<file path="src/rtl/ah_div_pipelined_param_pkg.sv">
// Shared helpers for the parametrised pipelined divider: latency, signed MIN and
// the special-case quotient encodings, all sized to MAX_WIDTH and truncated by the user.
package ah_div_pipelined_param_pkg;

   localparam int MAX_WIDTH = 64;

   function automatic int div_latency(input int width);
      return width + 2;
   endfunction

   function automatic logic [MAX_WIDTH-1:0] signed_min(input int width);
      return 64'd1 << (width - 1);
   endfunction

   function automatic logic [MAX_WIDTH-1:0] all_ones(input int width);
      return ~64'd0 >> (MAX_WIDTH - width);
   endfunction

   // Divide-by-zero quotient: all ones (unsigned or non-negative dividend), +1 otherwise.
   function automatic logic [MAX_WIDTH-1:0] dbz_quotient(input int width, input logic dividend_neg);
      return dividend_neg ? 64'd1 : all_ones(width);
   endfunction

endpackage

</file>
<file path="src/rtl/ah_div_stage.sv">
// One restoring-division step: shift in the next dividend bit and subtract the
// divisor magnitude when it fits, producing quotient bit WIDTH-STEP.
module ah_div_stage #(
   parameter int WIDTH = 8,
   parameter int STEP  = 1
) (
   input  logic             clk,
   input  logic             rst_n,
   input  logic             en,
   input  logic             cur_valid,
   input  logic [WIDTH:0]   cur_rem,
   input  logic [WIDTH-1:0] cur_dvd,
   input  logic [WIDTH-1:0] cur_dsr,
   input  logic [WIDTH-1:0] cur_quo,
   input  logic             cur_neg_q,
   input  logic             cur_neg_r,
   input  logic             cur_dbz,
   input  logic             cur_ovf,
   input  logic [WIDTH-1:0] cur_orig,
   output logic             nxt_valid,
   output logic [WIDTH:0]   nxt_rem,
   output logic [WIDTH-1:0] nxt_dvd,
   output logic [WIDTH-1:0] nxt_dsr,
   output logic [WIDTH-1:0] nxt_quo,
   output logic             nxt_neg_q,
   output logic             nxt_neg_r,
   output logic             nxt_dbz,
   output logic             nxt_ovf,
   output logic [WIDTH-1:0] nxt_orig
);

   logic [WIDTH+1:0] shifted_s;
   logic [WIDTH+1:0] diff_s;
   logic             fits_s;
   logic [WIDTH-1:0] quo_s;

   assign shifted_s = {cur_rem, cur_dvd[WIDTH-STEP]};
   assign diff_s    = shifted_s - {2'b00, cur_dsr};
   assign fits_s    = shifted_s >= {2'b00, cur_dsr};

   // Merge this stage's quotient bit into the running quotient.
   always_comb begin
      quo_s = cur_quo;
      quo_s[WIDTH-STEP] = fits_s;
   end

   // Stage register; holds everything, valid included, while the pipeline is stalled.
   always_ff @(posedge clk) begin
      if (!rst_n) begin
         nxt_valid <= 1'b0;
      end else if (en) begin
         nxt_valid <= cur_valid;
         nxt_rem   <= fits_s ? diff_s[WIDTH:0] : shifted_s[WIDTH:0];
         nxt_dvd   <= cur_dvd;
         nxt_dsr   <= cur_dsr;
         nxt_quo   <= quo_s;
         nxt_neg_q <= cur_neg_q;
         nxt_neg_r <= cur_neg_r;
         nxt_dbz   <= cur_dbz;
         nxt_ovf   <= cur_ovf;
         nxt_orig  <= cur_orig;
      end
   end

endmodule

</file>
<file path="src/rtl/ah_div_pipelined_param.sv">
// Parametrised pipelined divider: operand capture, WIDTH restoring stages, sign fix-up
// and special cases. A single global stall freezes every stage while out_ready is withheld.
module ah_div_pipelined_param
   import ah_div_pipelined_param_pkg::*;
#(
   parameter int WIDTH = 8
) (
   input  logic             clk,
   input  logic             rst_n,
   input  logic             in_valid,
   output logic             in_ready,
   input  logic             in_signed,
   input  logic [WIDTH-1:0] dividend,
   input  logic [WIDTH-1:0] divisor,
   output logic             out_valid,
   input  logic             out_ready,
   output logic [WIDTH-1:0] quotient,
   output logic [WIDTH-1:0] remainder,
   output logic             div_by_zero,
   output logic             overflow
);

   localparam int               LATENCY = div_latency(WIDTH);
   localparam int               STAGES  = LATENCY - 2;
   localparam logic [WIDTH-1:0] MIN_VAL = WIDTH'(signed_min(WIDTH));

   logic             stall_s, adv_s;
   logic             dvd_neg_s, dsr_neg_s;
   logic [WIDTH-1:0] dvd_mag_s, dsr_mag_s;
   logic [WIDTH-1:0] q_s, r_s;
   logic             dbz_s, ovf_s;
   logic             unused_s;

   logic             s0_valid_r, s0_neg_q_r, s0_neg_r_r, s0_dbz_r, s0_ovf_r;
   logic [WIDTH-1:0] s0_dvd_r, s0_dsr_r, s0_orig_r;
   logic             out_valid_r, div_by_zero_r, overflow_r;
   logic [WIDTH-1:0] quotient_r, remainder_r;

   logic             valid_a [0:WIDTH];
   logic [WIDTH:0]   rem_a   [0:WIDTH];
   logic [WIDTH-1:0] dvd_a   [0:WIDTH];
   logic [WIDTH-1:0] dsr_a   [0:WIDTH];
   logic [WIDTH-1:0] quo_a   [0:WIDTH];
   logic             neg_q_a [0:WIDTH];
   logic             neg_r_a [0:WIDTH];
   logic             dbz_a   [0:WIDTH];
   logic             ovf_a   [0:WIDTH];
   logic [WIDTH-1:0] orig_a  [0:WIDTH];

   assign stall_s  = out_valid_r & ~out_ready;
   assign adv_s    = ~stall_s;
   assign in_ready = adv_s;

   assign dvd_neg_s = in_signed & dividend[WIDTH-1];
   assign dsr_neg_s = in_signed & divisor[WIDTH-1];
   assign dvd_mag_s = dvd_neg_s ? ({WIDTH{1'b0}} - dividend) : dividend;
   assign dsr_mag_s = dsr_neg_s ? ({WIDTH{1'b0}} - divisor) : divisor;

   // Stage 0: capture magnitudes, result signs and special-case flags on accept.
   always_ff @(posedge clk) begin
      if (!rst_n) begin
         s0_valid_r <= 1'b0;
      end else if (adv_s) begin
         s0_valid_r <= in_valid;
         s0_dvd_r   <= dvd_mag_s;
         s0_dsr_r   <= dsr_mag_s;
         s0_neg_q_r <= dvd_neg_s ^ dsr_neg_s;
         s0_neg_r_r <= dvd_neg_s;
         s0_dbz_r   <= (divisor == {WIDTH{1'b0}});
         s0_ovf_r   <= in_signed & (dividend == MIN_VAL) & (divisor == {WIDTH{1'b1}});
         s0_orig_r  <= dividend;
      end
   end

   assign valid_a[0] = s0_valid_r;
   assign rem_a[0]   = {(WIDTH+1){1'b0}};
   assign dvd_a[0]   = s0_dvd_r;
   assign dsr_a[0]   = s0_dsr_r;
   assign quo_a[0]   = {WIDTH{1'b0}};
   assign neg_q_a[0] = s0_neg_q_r;
   assign neg_r_a[0] = s0_neg_r_r;
   assign dbz_a[0]   = s0_dbz_r;
   assign ovf_a[0]   = s0_ovf_r;
   assign orig_a[0]  = s0_orig_r;

   for (genvar k = 1; k <= STAGES; k++) begin : g_stage
      ah_div_stage #(.WIDTH(WIDTH), .STEP(k)) u_stage (
         .clk       (clk),
         .rst_n     (rst_n),
         .en        (adv_s),
         .cur_valid (valid_a[k-1]),
         .cur_rem   (rem_a[k-1]),
         .cur_dvd   (dvd_a[k-1]),
         .cur_dsr   (dsr_a[k-1]),
         .cur_quo   (quo_a[k-1]),
         .cur_neg_q (neg_q_a[k-1]),
         .cur_neg_r (neg_r_a[k-1]),
         .cur_dbz   (dbz_a[k-1]),
         .cur_ovf   (ovf_a[k-1]),
         .cur_orig  (orig_a[k-1]),
         .nxt_valid (valid_a[k]),
         .nxt_rem   (rem_a[k]),
         .nxt_dvd   (dvd_a[k]),
         .nxt_dsr   (dsr_a[k]),
         .nxt_quo   (quo_a[k]),
         .nxt_neg_q (neg_q_a[k]),
         .nxt_neg_r (neg_r_a[k]),
         .nxt_dbz   (dbz_a[k]),
         .nxt_ovf   (ovf_a[k]),
         .nxt_orig  (orig_a[k])
      );
   end

   // The final remainder is always below the divisor, so its top bit carries nothing.
   assign unused_s = ^{dvd_a[WIDTH], dsr_a[WIDTH], rem_a[WIDTH][WIDTH]};

   // Sign fix-up of the magnitudes, overridden by the divide-by-zero and overflow encodings.
   always_comb begin
      q_s   = {WIDTH{1'b0}};
      r_s   = {WIDTH{1'b0}};
      dbz_s = dbz_a[WIDTH];
      ovf_s = 1'b0;
      if (dbz_a[WIDTH]) begin
         q_s = WIDTH'(dbz_quotient(WIDTH, neg_r_a[WIDTH]));
         r_s = orig_a[WIDTH];
      end else if (ovf_a[WIDTH]) begin
         q_s   = MIN_VAL;
         r_s   = {WIDTH{1'b0}};
         ovf_s = 1'b1;
      end else begin
         q_s = neg_q_a[WIDTH] ? ({WIDTH{1'b0}} - quo_a[WIDTH]) : quo_a[WIDTH];
         r_s = neg_r_a[WIDTH] ? ({WIDTH{1'b0}} - rem_a[WIDTH][WIDTH-1:0]) : rem_a[WIDTH][WIDTH-1:0];
      end
   end

   // Output register; frozen while the consumer stalls.
   always_ff @(posedge clk) begin
      if (!rst_n) begin
         out_valid_r   <= 1'b0;
         quotient_r    <= {WIDTH{1'b0}};
         remainder_r   <= {WIDTH{1'b0}};
         div_by_zero_r <= 1'b0;
         overflow_r    <= 1'b0;
      end else if (adv_s) begin
         out_valid_r   <= valid_a[WIDTH];
         quotient_r    <= q_s;
         remainder_r   <= r_s;
         div_by_zero_r <= dbz_s;
         overflow_r    <= ovf_s;
      end
   end

   assign out_valid   = out_valid_r;
   assign quotient    = quotient_r;
   assign remainder   = remainder_r;
   assign div_by_zero = div_by_zero_r;
   assign overflow    = overflow_r;

endmodule
</file>
<file path="config.mk">
export PLATFORM = sky130hd
export DESIGN_NAME = ah_div_pipelined_param
export DESIGN_NICKNAME = d
export VERILOG_FILES = /design/src/rtl/ah_div_pipelined_param_pkg.sv /design/src/rtl/ah_div_stage.sv /design/src/rtl/ah_div_pipelined_param.sv
export SDC_FILE = /design/constraint.sdc
export NUM_CORES = 1
export LEC_CHECK = 0
export BUFFER_PORTS_ARGS = -buffer_cell sky130_fd_sc_hd__clkbuf_2
export CAP_MARGIN = 15
export CORE_ASPECT_RATIO = 0.75
export CORE_MARGIN = 5
export CORE_UTILIZATION = 61
export CTS_CLUSTER_DIAMETER = 120
export CTS_CLUSTER_SIZE = 8
export DETAILED_ROUTE_END_ITERATION = 7
export GPL_ROUTABILITY_DRIVEN = 0
export PLACE_DENSITY = 0.88
export SLEW_MARGIN = 20
export SYNTH_ARGS = -nofsm -noshare
export SYNTH_HDL_FRONTEND = slang
export SYNTH_SLANG_ARGS = --single-unit
</file>
<file path="constraint.sdc">
create_clock -name clk -period 11.15 [get_ports clk]
set_input_delay 0 -clock clk [delete_from_list [all_inputs] [get_ports clk]]
set_output_delay 0 -clock clk [all_outputs]
set_load 0.01 [all_outputs]
</file>
==> impl_metrics.ini, run 1 <==
[floorplan]
rows = 48
core-area_um2 = 23100
die_h_um = 143
die_x_um = 187
start_util_pct = 62.0
io_pins = 41
die-area_um2 = 26600

[finish]
final_nets = 1171
drive_above_1_share_pct = 13.4
area_growth_pct = 14.5
n_antenna_cell = 0

[synth]
synth_nets = 1069
netlist_instances = 978
yosysMostFrequentCell = edfxtp_1
yosysWarningCount = 0
synthAdderAreaFrac_pct = 6.49
yosysTopAreaCell = edfxtp_1
ys_top_cells_by_area = edfxtp_1 (64%), ha_1 (5.5%), dfxtp_1 (3.9%)
synth_seq_cells = 335
synth.avg_cell_area_um2 = 14.6
yosys.area_share.simple_pct = 6.21
ys_seq_area_share_pct = 68.4
ys_types = 58
synth_top_family_by_area = compound AO/OA/AOI/OAI gates
synth_mux_area_share_pct = 4.13
synth_xor_area_share_pct = 3.86
syn_area_um2 = 14300
synth-edff-count = 307
yosys-top-cells-count = edfxtp_1 (307), inv_1 (86), ha_1 (63)
async_flop_share_pct = 0
synthFlopType = edfxtp_1
synth_compound_area_share_pct = 8.21
yosysTopAreaCellShare_pct = 64.5

[timing]
drv_slew = 0
fin_skew_ns = 0.0308
setup_viol = 0
relSlewSlack_pct = 25.7
rsz0062_at_grt = no
min_period_ns = 3.52
tightest_slew_ns = 1.12
fin_crit_sh_pct = 31.6
max_freq_ghz = 0.284
hold_viol_final = 0
tns_ns = 0

[grt]
grt_pass1_vias = 8314
grt_overflow_total = 0
antenna_found_initial = 0
track_usage_pct = 19.9
grt_max_degree = 222
grt_pass1_wl_um = 42800

[power_and_ir_drop]
power_density_nw_per_um2 = 222
p_leak_nw = 6.32
finalPower_w = 0.00364
vdd_drop_max_uv = 167

[clock_tree]
clock_latency_ns = 0.55
cts_resized = 0
clock_tree.root_cell = clkbuf_16
cts.path.max_buffers = 3
clock-sinks = 335
cts_buffers = 47
cts_tree = built
cts.clk_slew.worst_paths_ns = 0.05
cts_htree_levels = 2
postCtsSetupBuffers = 0

[place]
port_buffers = 40
hpwl_um = 15200

[critical_path]
crit_required_ns = 11.32
startpoint_type = register
path_class = register to register
max_stage_delay_ns = 0.98
cp.arrival_ns = 3.69
cp-end-kind = register
crit_fanout = 221
path_cells = nor2b_1, buf_4, clkinv_1, and2_4, buf_12
crit_slowest_cell = and2_4

[drt]
vias_per_cell = 5.80
postRouteAntennaNets = 0
firstDrtPassIters = 6
routedWlPerCell_um = 18.8
drt_first_iter_violations = 599
drt-total-wl_um = 26100
drc_errors = 0
dr_total_vias = 8067

[worst_hold_path]
worstHoldPathType = primary input to register

[outcome]
status = completed

[flow_run]
cap_violations = 0
metal layers:
metal	up-vias	GRT usage, %	routed length (um)
met3	56	3.79	1320
li1	3844	-	-
met2	276	36.8	13600
met1	3891	24.1	10500
met5	-	0	0
met4	0	6.15	639
repair_timing:
item | 4_1_cts | 5_1_grt
endpoints found under the hold margin | 41 | 0
hold buffers | 26 | 0
endpoints found under the setup margin | 0 | 0
through the flow:
step                setup slack [ns]  std cells  hold WS, ns  instance area, um^2  util [%]
global placement                7.76       1305        0.218                14800      64.4
floorplan                       2.49        978       0.0989                14300         -
finish                          7.63       1390        0.230                16400      71.0
CTS                             7.69       1390        0.198                16400      71.0
global route                    7.42       1390        0.231                16400      71.0
detailed placement              7.69       1305        0.227                14800      64.4
power breakdown:
part	leakage [nW]	switching [W]	internal, W
clock network	0.621	0.000497	0.000758
logic	2.47	0.000380	0.000337
registers	3.23	0.0000837	0.00158
total	6.32	0.000960	0.00268
final timing paths:
check                                                        startpoint                                           to  slack [ns]  cells after the start
worst max register to register                   out_valid$_SDFFE_PN0N_  g_stage[1].u_stage.nxt_rem[2]$_SDFFCE_PP0P_        7.63                      5
worst min register to register  g_stage[3].u_stage.nxt_dvd[2]$_DFFE_PP_      g_stage[4].u_stage.nxt_dvd[2]$_DFFE_PP_        0.40                      0
worst max-delay path                             out_valid$_SDFFE_PN0N_  g_stage[1].u_stage.nxt_rem[2]$_SDFFCE_PP0P_        7.63                      5
worst min-delay path                                        dividend[6]                       s0_orig_r[6]$_DFFE_PP_        0.23                      2
kinds of logic after synthesis:
group           after synthesis
buf+inv                     102
xor+xnor                     63
fa+ha+maj                    70
simple gates                177
compound gates              180
flops                       335
mux                          51
state kept, by name, indices dropped and copies added (netlist names), 21 cells and up:
register / count
g_stage.u_stage.nxt_rem: 71
g_stage.u_stage.nxt_orig: 64
g_stage.u_stage.nxt_dsr: 56
g_stage.u_stage.nxt_quo: 36
g_stage.u_stage.nxt_dvd: 21
cell type report:
class                      count  area (um^2)
clock buffer                  56         1210
clock inverter                 3         70.1
fill                        1392         6680
inverter                      87          327
multi-input combinational    541         4140
sequential                   335         9780
tap                          300          375
timing repair buffer          68          488
critical path: cells and delay by family (launching register included):
family	cells	cell delay [ns]
DFF	1	0.30
buffers and inverters	3	1.52
and+or+nand+nor	2	1.11
layout by cell type (no fill, tap or decap), types with 3 or more instances in the layout:
| cell type | count |
|---|---|
| clkbuf_1 | 9 |
| nor3_1 | 9 |
| nor2_1 | 43 |
| or3_1 | 10 |
| edfxtp_1 | 307 |
| dfxtp_1 | 28 |
| a221oi_1 | 12 |
| mux2_4 | 7 |
| xnor2_1 | 37 |
| o31ai_1 | 6 |
| o21a_1 | 6 |
| nor2b_1 | 3 |
| mux2_2 | 36 |
| a21oi_1 | 56 |
| inv_1 | 86 |
| dlygate4sd3_1 | 26 |
| a21o_1 | 17 |
| nor3b_1 | 6 |
| nand2_1 | 47 |
| fa_1 | 7 |
| nor4b_1 | 3 |
| and2_1 | 5 |
| o21ai_0 | 30 |
| nand3b_1 | 5 |
| a31oi_1 | 11 |
| or2_2 | 3 |
| mux2i_1 | 8 |
| a311o_1 | 4 |
| a21boi_0 | 14 |
| clkbuf_16 | 47 |
| clkbuf_2 | 40 |
| or4_1 | 4 |
| nand3_1 | 10 |
| nand2b_1 | 11 |
| nor4_1 | 3 |
| and3_1 | 6 |
| ha_1 | 63 |
| o211ai_1 | 4 |
| nand4_1 | 4 |
| xor2_1 | 26 |
Power figures use the tool's default switching activity.
==> inputs of run 2 (changes only) <==
--- a/config.mk
+++ b/config.mk
@@ -9,12 +9,12 @@
 export CAP_MARGIN = 15
 export CORE_ASPECT_RATIO = 0.75
 export CORE_MARGIN = 5
-export CORE_UTILIZATION = 61
+export CORE_UTILIZATION = 56
 export CTS_CLUSTER_DIAMETER = 120
 export CTS_CLUSTER_SIZE = 8
 export DETAILED_ROUTE_END_ITERATION = 7
 export GPL_ROUTABILITY_DRIVEN = 0
-export PLACE_DENSITY = 0.88
+export PLACE_DENSITY = 0.86
 export SLEW_MARGIN = 20
 export SYNTH_ARGS = -nofsm -noshare
 export SYNTH_HDL_FRONTEND = slang
==> constraint.sdc (replaced) <==
create_clock -name clk -period 3.09 [get_ports clk]
set_input_delay 0 -clock clk [delete_from_list [all_inputs] [get_ports clk]]
set_output_delay 0 -clock clk [all_outputs]
set_load 0.01 [all_outputs]
==> run 2 against run 1 <==
  * Worst setup slack worse by 7.5 ns
  * Die area up 8.4%
  * Clock skew up 0.010 ns
  * Sequential power rose to 3.6 times the previous value
  * Maximum frequency up 19%
  * Cell area up 1.1%
  * Worst hold slack worse by 0.025 ns
  * Routed wire length down 0.43%
  * Largest cell class unchanged
  * Critical endpoint is now g_stage[2].u_stage.nxt_rem[7]$_DFFE_PP_
  * Count of clock-buffer cells in the layout up 1
  * Global-route usage down 1.5 points
  * Sequential share of layout area down 0.67 points
  * Critical path depth up 5
==> impl_metrics.ini, run 2 (synthesis results as in run 1) <==
[critical_path]
crit_path_frequent_cell = inv_1
path_cells = inv_1, ha_1, inv_1, fa_1, a21o_1, a221oi_2, o21ai_2, or4_1, buf_4, mux2_4
cp.arrival_ns = 3.27
max_stage_delay_ns = 0.44
path_buf_inv = 3
crit_required_ns = 3.41
cp-end-kind = register
startpoint_type = register
crit_fanout = 9
crit_slowest_cell = fa_1
path_class = register to register
cp_top_family = adder cells

[floorplan]
core-area_um2 = 25100
die_h_um = 148
start_util_pct = 57.0
io_pins = 41
rows = 50
die-area_um2 = 28900
die_x_um = 195

[clock_tree]
postCtsSetupBuffers = 0
clock_tree.root_cell = clkbuf_16
cts.clk_slew.worst_paths_ns = 0.05
cts_htree_levels = 2
cts.path.max_buffers = 3
cts_tree = built
clock_latency_ns = 0.57
cts_buffers = 47
clock-sinks = 335

[timing]
fin_skew_ns = 0.0410
min_period_ns = 2.95
drv_slew = 0
relSlewSlack_pct = 40.8
max_freq_ghz = 0.339
setup_slack_ns = 0.137
setup_viol = 0
tightest_slew_ns = 0.888
hold_viol_final = 0
fin_crit_sh_pct = 95.6

[grt]
grt_pass1_vias = 8583
grt_overflow_total = 0
antenna_found_initial = 0
track_usage_pct = 18.5
grt_pass1_wl_um = 43300
grt_max_degree = 64

[drt]
dr_total_vias = 8174
vias_per_cell = 5.68
routedWlPerCell_um = 18.0
drc_errors = 0
postRouteAntennaNets = 0
firstDrtPassIters = 5
drt-total-wl_um = 26000
drt_first_iter_violations = 469

[place]
hpwl_um = 15600
dpl.cell_count = 1354
place_ws_ns = 0.168
port_buffers = 40

[finish]
most-common-layout-cells = edfxtp_1 (307), inv_1 (86), ha_1 (63)
final_common_cell = edfxtp_1
fin_cells = 1440
drive_above_1_share_pct = 14.6
largestRegisters = g_stage.u_stage.nxt_rem: 71 flops, g_stage.u_stage.nxt_orig: 64 flops, g_stage.u_stage.nxt_dsr: 56 flops
top_register = g_stage.u_stage.nxt_rem
largest_reg_flops = 71
n_antenna_cell = 0
area_growth_pct = 15.9
fillCellCount = 1633
final_nets = 1182

[power_and_ir_drop]
p_leak_nw = 6.40
power_density_nw_per_um2 = 791
vdd_drop_max_uv = 452
finalPower_w = 0.0131

[flow_run]
cap_violations = 0

[worst_hold_path]
worstHoldPathType = primary input to register

[outcome]
status = completed
## run 2: worst paths after layout
check	startpoint	endpoint	slack, ns	depth (start not counted)
max	g_stage[1].u_stage.nxt_dvd[6]$_DFFE_PP_	g_stage[2].u_stage.nxt_rem[7]$_DFFE_PP_	0.14	10
min reg2reg	g_stage[5].u_stage.nxt_quo[3]$_DFFE_PP_	g_stage[6].u_stage.nxt_quo[3]$_DFFE_PP_	0.41	0
min	dividend[6]	s0_orig_r[6]$_DFFE_PP_	0.20	2
max reg2reg	g_stage[1].u_stage.nxt_dvd[6]$_DFFE_PP_	g_stage[2].u_stage.nxt_rem[7]$_DFFE_PP_	0.14	10
## run 2: report_power, final
part	leakage, nW	internal (W)	switching (W)
Sequential	3.23	0.00570	0.000312
Clock	0.619	0.00273	0.00181
Combinational	2.55	0.00124	0.00132
Total	6.40	0.00967	0.00344
## run 2: what timing repair did
item                                   CTS  global route
setup endpoints to repair                0            13
hold buffers                            26             0
gates resized for setup                  0             2
endpoints found under the hold margin   55             0
## run 2: cell type report
cell class / count / area [um^2] / share of cell area (%)
Tap cell: 338 / 423 / 2.55
Sequential cell: 335 / 9780 / 59.0
Inverter: 87 / 332 / 2.00
Multi-Input combinational cell: 541 / 4150 / 25.0
Clock buffer: 57 / 1210 / 7.32
Timing Repair Buffer: 79 / 608 / 3.67
Clock inverter: 3 / 66.3 / 0.400
## run 2: per-layer routing
metal | part of all wire (%) | GRT usage (%) | vias to the layer above | routed length, um
li1 | - | - | 3854 | -
met3 | 5.6 | 3.87 | 74 | 1450
met2 | 51 | 32.2 | 275 | 13200
met1 | 41 | 23.1 | 3971 | 10600
met4 | 3.0 | 6.85 | 0 | 789
met5 | 0 | 0 | - | 0
## run 2: through the flow
| step | area (um^2) | util [%] | hold slack (ns) | setup TNS (ns) |
|---|---|---|---|---|
| 4_1_cts | 16600 | 66.0 | 0.176 | 0 |
| 6_report | 16600 | 66.1 | 0.205 | 0 |
| 5_1_grt | 16600 | 66.1 | 0.197 | -0.0118 |
| 3_3_place_gp | 15000 | 59.9 | 0.227 | 0 |
| 2_1_floorplan | 14300 | - | 0.0989 | -55.10 |
| 3_5_place_dp | 15000 | 59.9 | 0.224 | 0 |
==> inputs of run 3 (changes only) <==
--- a/config.mk
+++ b/config.mk
@@ -9,12 +9,12 @@
 export CAP_MARGIN = 15
 export CORE_ASPECT_RATIO = 0.75
 export CORE_MARGIN = 5
-export CORE_UTILIZATION = 56
+export CORE_UTILIZATION = 61
 export CTS_CLUSTER_DIAMETER = 120
 export CTS_CLUSTER_SIZE = 8
 export DETAILED_ROUTE_END_ITERATION = 7
 export GPL_ROUTABILITY_DRIVEN = 0
-export PLACE_DENSITY = 0.86
+export PLACE_DENSITY = 0.88
 export SLEW_MARGIN = 20
 export SYNTH_ARGS = -nofsm -noshare
 export SYNTH_HDL_FRONTEND = slang
==> constraint.sdc (replaced) <==
create_clock -name clk -period 3.4 [get_ports clk]
set_input_delay 0 -clock clk [delete_from_list [all_inputs] [get_ports clk]]
set_output_delay 0 -clock clk [all_outputs]
set_load 0.01 [all_outputs]
==> run 3 against run 2 <==
  * Core utilization grew 5.4 points
  * Clock power shrank 7.5%
  * Sequential power shrank 9.2%
  * Largest cell class unchanged
==> impl_metrics.ini, run 3 (synthesis results as in run 1) <==
[outcome]
status = completed

[grt]
grt_max_degree = 65
track_usage_pct = 20.7
grt_pass1_wl_um = 44200
antenna_found_initial = 0
grt_pass1_vias = 8541
grt_overflow_total = 0

[clock_tree]
postCtsSetupBuffers = 0
clock-sinks = 335
cts.path.max_buffers = 3
cts_tree = built
clock_tree.root_cell = clkbuf_16
cts_buffers = 47
clock_latency_ns = 0.56
cts_htree_levels = 2
cts.clk_slew.worst_paths_ns = 0.05

[finish]
final_nets = 1176
fin_cells = 1403
largestRegisters = g_stage.u_stage.nxt_rem: 71 flops, g_stage.u_stage.nxt_orig: 64 flops, g_stage.u_stage.nxt_dsr: 56 flops
drive_above_1_share_pct = 13.9
area_growth_pct = 15.2
top_register = g_stage.u_stage.nxt_rem
most-common-layout-cells = edfxtp_1 (307), inv_1 (86), ha_1 (63)
largest_reg_flops = 71
final_common_cell = edfxtp_1
n_antenna_cell = 0

[critical_path]
crit_required_ns = 3.70
crit_fanout = 9
cp-end-kind = register
path_class = register to register
crit_slowest_cell = nor2_2
r2r-start = g_stage[2].u_stage.nxt_dvd[5]$_DFFE_PP_
reg2reg_to = g_stage[3].u_stage.nxt_rem[6]$_DFFE_PP_
path_cells = inv_1, ha_1, inv_1, fa_1, a21o_1, a221oi_1, a21oi_1, nor2_2, mux2_2
reg2reg_slack_ns = 0.28
startpoint_type = register
max_stage_delay_ns = 0.46
crit_path_frequent_cell = inv_1
ff2ff_path_depth = 9
cp.arrival_ns = 3.42

[drt]
drc_errors = 0
firstDrtPassIters = 5
routedWlPerCell_um = 19.5
drt-total-wl_um = 27400
dr_total_vias = 8284
postRouteAntennaNets = 0
vias_per_cell = 5.90
drt_first_iter_violations = 789

[power_and_ir_drop]
p_sw_share_pct = 26.7
seqPwrFrac_pct = 45.4
pwr-share-clk_pct = 34.8
p_leak_nw = 6.37
intPower_w = 0.00882
p_comb_share_pct = 19.8
vdd_drop_max_uv = 397
power_density_nw_per_um2 = 730
power.switching_w = 0.00322

[worst_hold_path]
min_delay_path_depth = 2
hp-start = dividend[6]
whs_endpoint = s0_orig_r[6]$_DFFE_PP_
worstHoldPathType = primary input to register

[flow_run]
cap_violations = 0

[floorplan]
start_util_pct = 62.0
rows = 48
io_pins = 41
core-area_um2 = 23100
die-area_um2 = 26600
die_x_um = 187
die_h_um = 143

[timing]
setup_slack_ns = 0.281
max_freq_ghz = 0.321
relSlewSlack_pct = 32.1
fin_skew_ns = 0.0241
tns_ns = 0
rsz0062_at_grt = no
fin_crit_sh_pct = 91.7
drv_slew = 0
min_period_ns = 3.12
tightest_slew_ns = 1.01
setup_viol = 0
hold_viol_final = 0

[place]
port_buffers = 40
place_ws_ns = 0.355
hpwl_um = 15700
dpl.cell_count = 1312
-- run 3: what timing repair did --
action	in CTS	in global routing
hold buffers	24	0
gates resized for setup	0	0
hold endpoints to repair	39	0
-- run 3: area by class of cell --
class | instances | area, um^2
clock buffers | 64 | 1240
well taps | 300 | 375
fillers | 1360 | 6580
clock inverters | 3 | 70.1
flip-flops and latches | 335 | 9780
multi-input cells | 541 | 4140
inverters | 87 | 327
repair buffers | 73 | 558
-- run 3: worst max-delay path: cells and delay by family, from the launching register on --
family                     cells  cell delay [ns]
AOI/OAI and AO/OA              3             0.83
adders and majority gates      2             0.63
buffers and inverters          2             0.18
DFF                            1             0.36
muxes                          1             0.41
and+or+nand+nor                1             0.46
-- run 3: worst max path at each step --
stage | start | depth (start not counted) | end
2_1_floorplan | out_valid$_SDFFE_PN0N_ | 4 | g_stage[1].u_stage.nxt_dbz$_DFFE_PP_
3_3_place_gp | g_stage[1].u_stage.nxt_dvd[6]$_DFFE_PP_ | 9 | g_stage[2].u_stage.nxt_rem[4]$_DFFE_PP_
3_5_place_dp | g_stage[1].u_stage.nxt_dvd[6]$_DFFE_PP_ | 9 | g_stage[2].u_stage.nxt_rem[6]$_DFFE_PP_
4_1_cts | g_stage[2].u_stage.nxt_dvd[5]$_DFFE_PP_ | 9 | g_stage[3].u_stage.nxt_rem[6]$_DFFE_PP_
5_1_grt | g_stage[2].u_stage.nxt_dvd[5]$_DFFE_PP_ | 9 | g_stage[3].u_stage.nxt_rem[3]$_DFFE_PP_
6_report | g_stage[2].u_stage.nxt_dvd[5]$_DFFE_PP_ | 9 | g_stage[3].u_stage.nxt_rem[6]$_DFFE_PP_
-- run 3: metrics by stage --
stage | total power [W] | hold WS (ns) | instance area, um^2 | util, %
after floorplan | 0.00722 | 0.0989 | 14300 | -
after global placement | 0.00762 | 0.230 | 14900 | 64.8
after detailed placement | 0.00775 | 0.233 | 14900 | 64.8
after CTS | 0.0121 | 0.212 | 16500 | 71.5
after global routing | 0.0126 | 0.221 | 16500 | 71.5
final | 0.0120 | 0.241 | 16500 | 71.5
-- run 3: routing by layer --
layer | wire length [um] | global-route usage (%) | up-vias
met5 | 0 | 0 | -
met4 | 817 | 7.78 | 0
met3 | 1400 | 3.81 | 73
met2 | 14400 | 38.4 | 302
met1 | 10800 | 24.5 | 4049
li1 | - | - | 3860
-- run 3: power groups by stage --
stage	clock (W)	combinational [W]	sequential (W)
after global placement	0	0.00213	0.00549
after detailed placement	0	0.00224	0.00551
after floorplan	0	0.00180	0.00542
final	0.00420	0.00238	0.00546
after CTS	0.00426	0.00235	0.00546
after global routing	0.00445	0.00261	0.00550
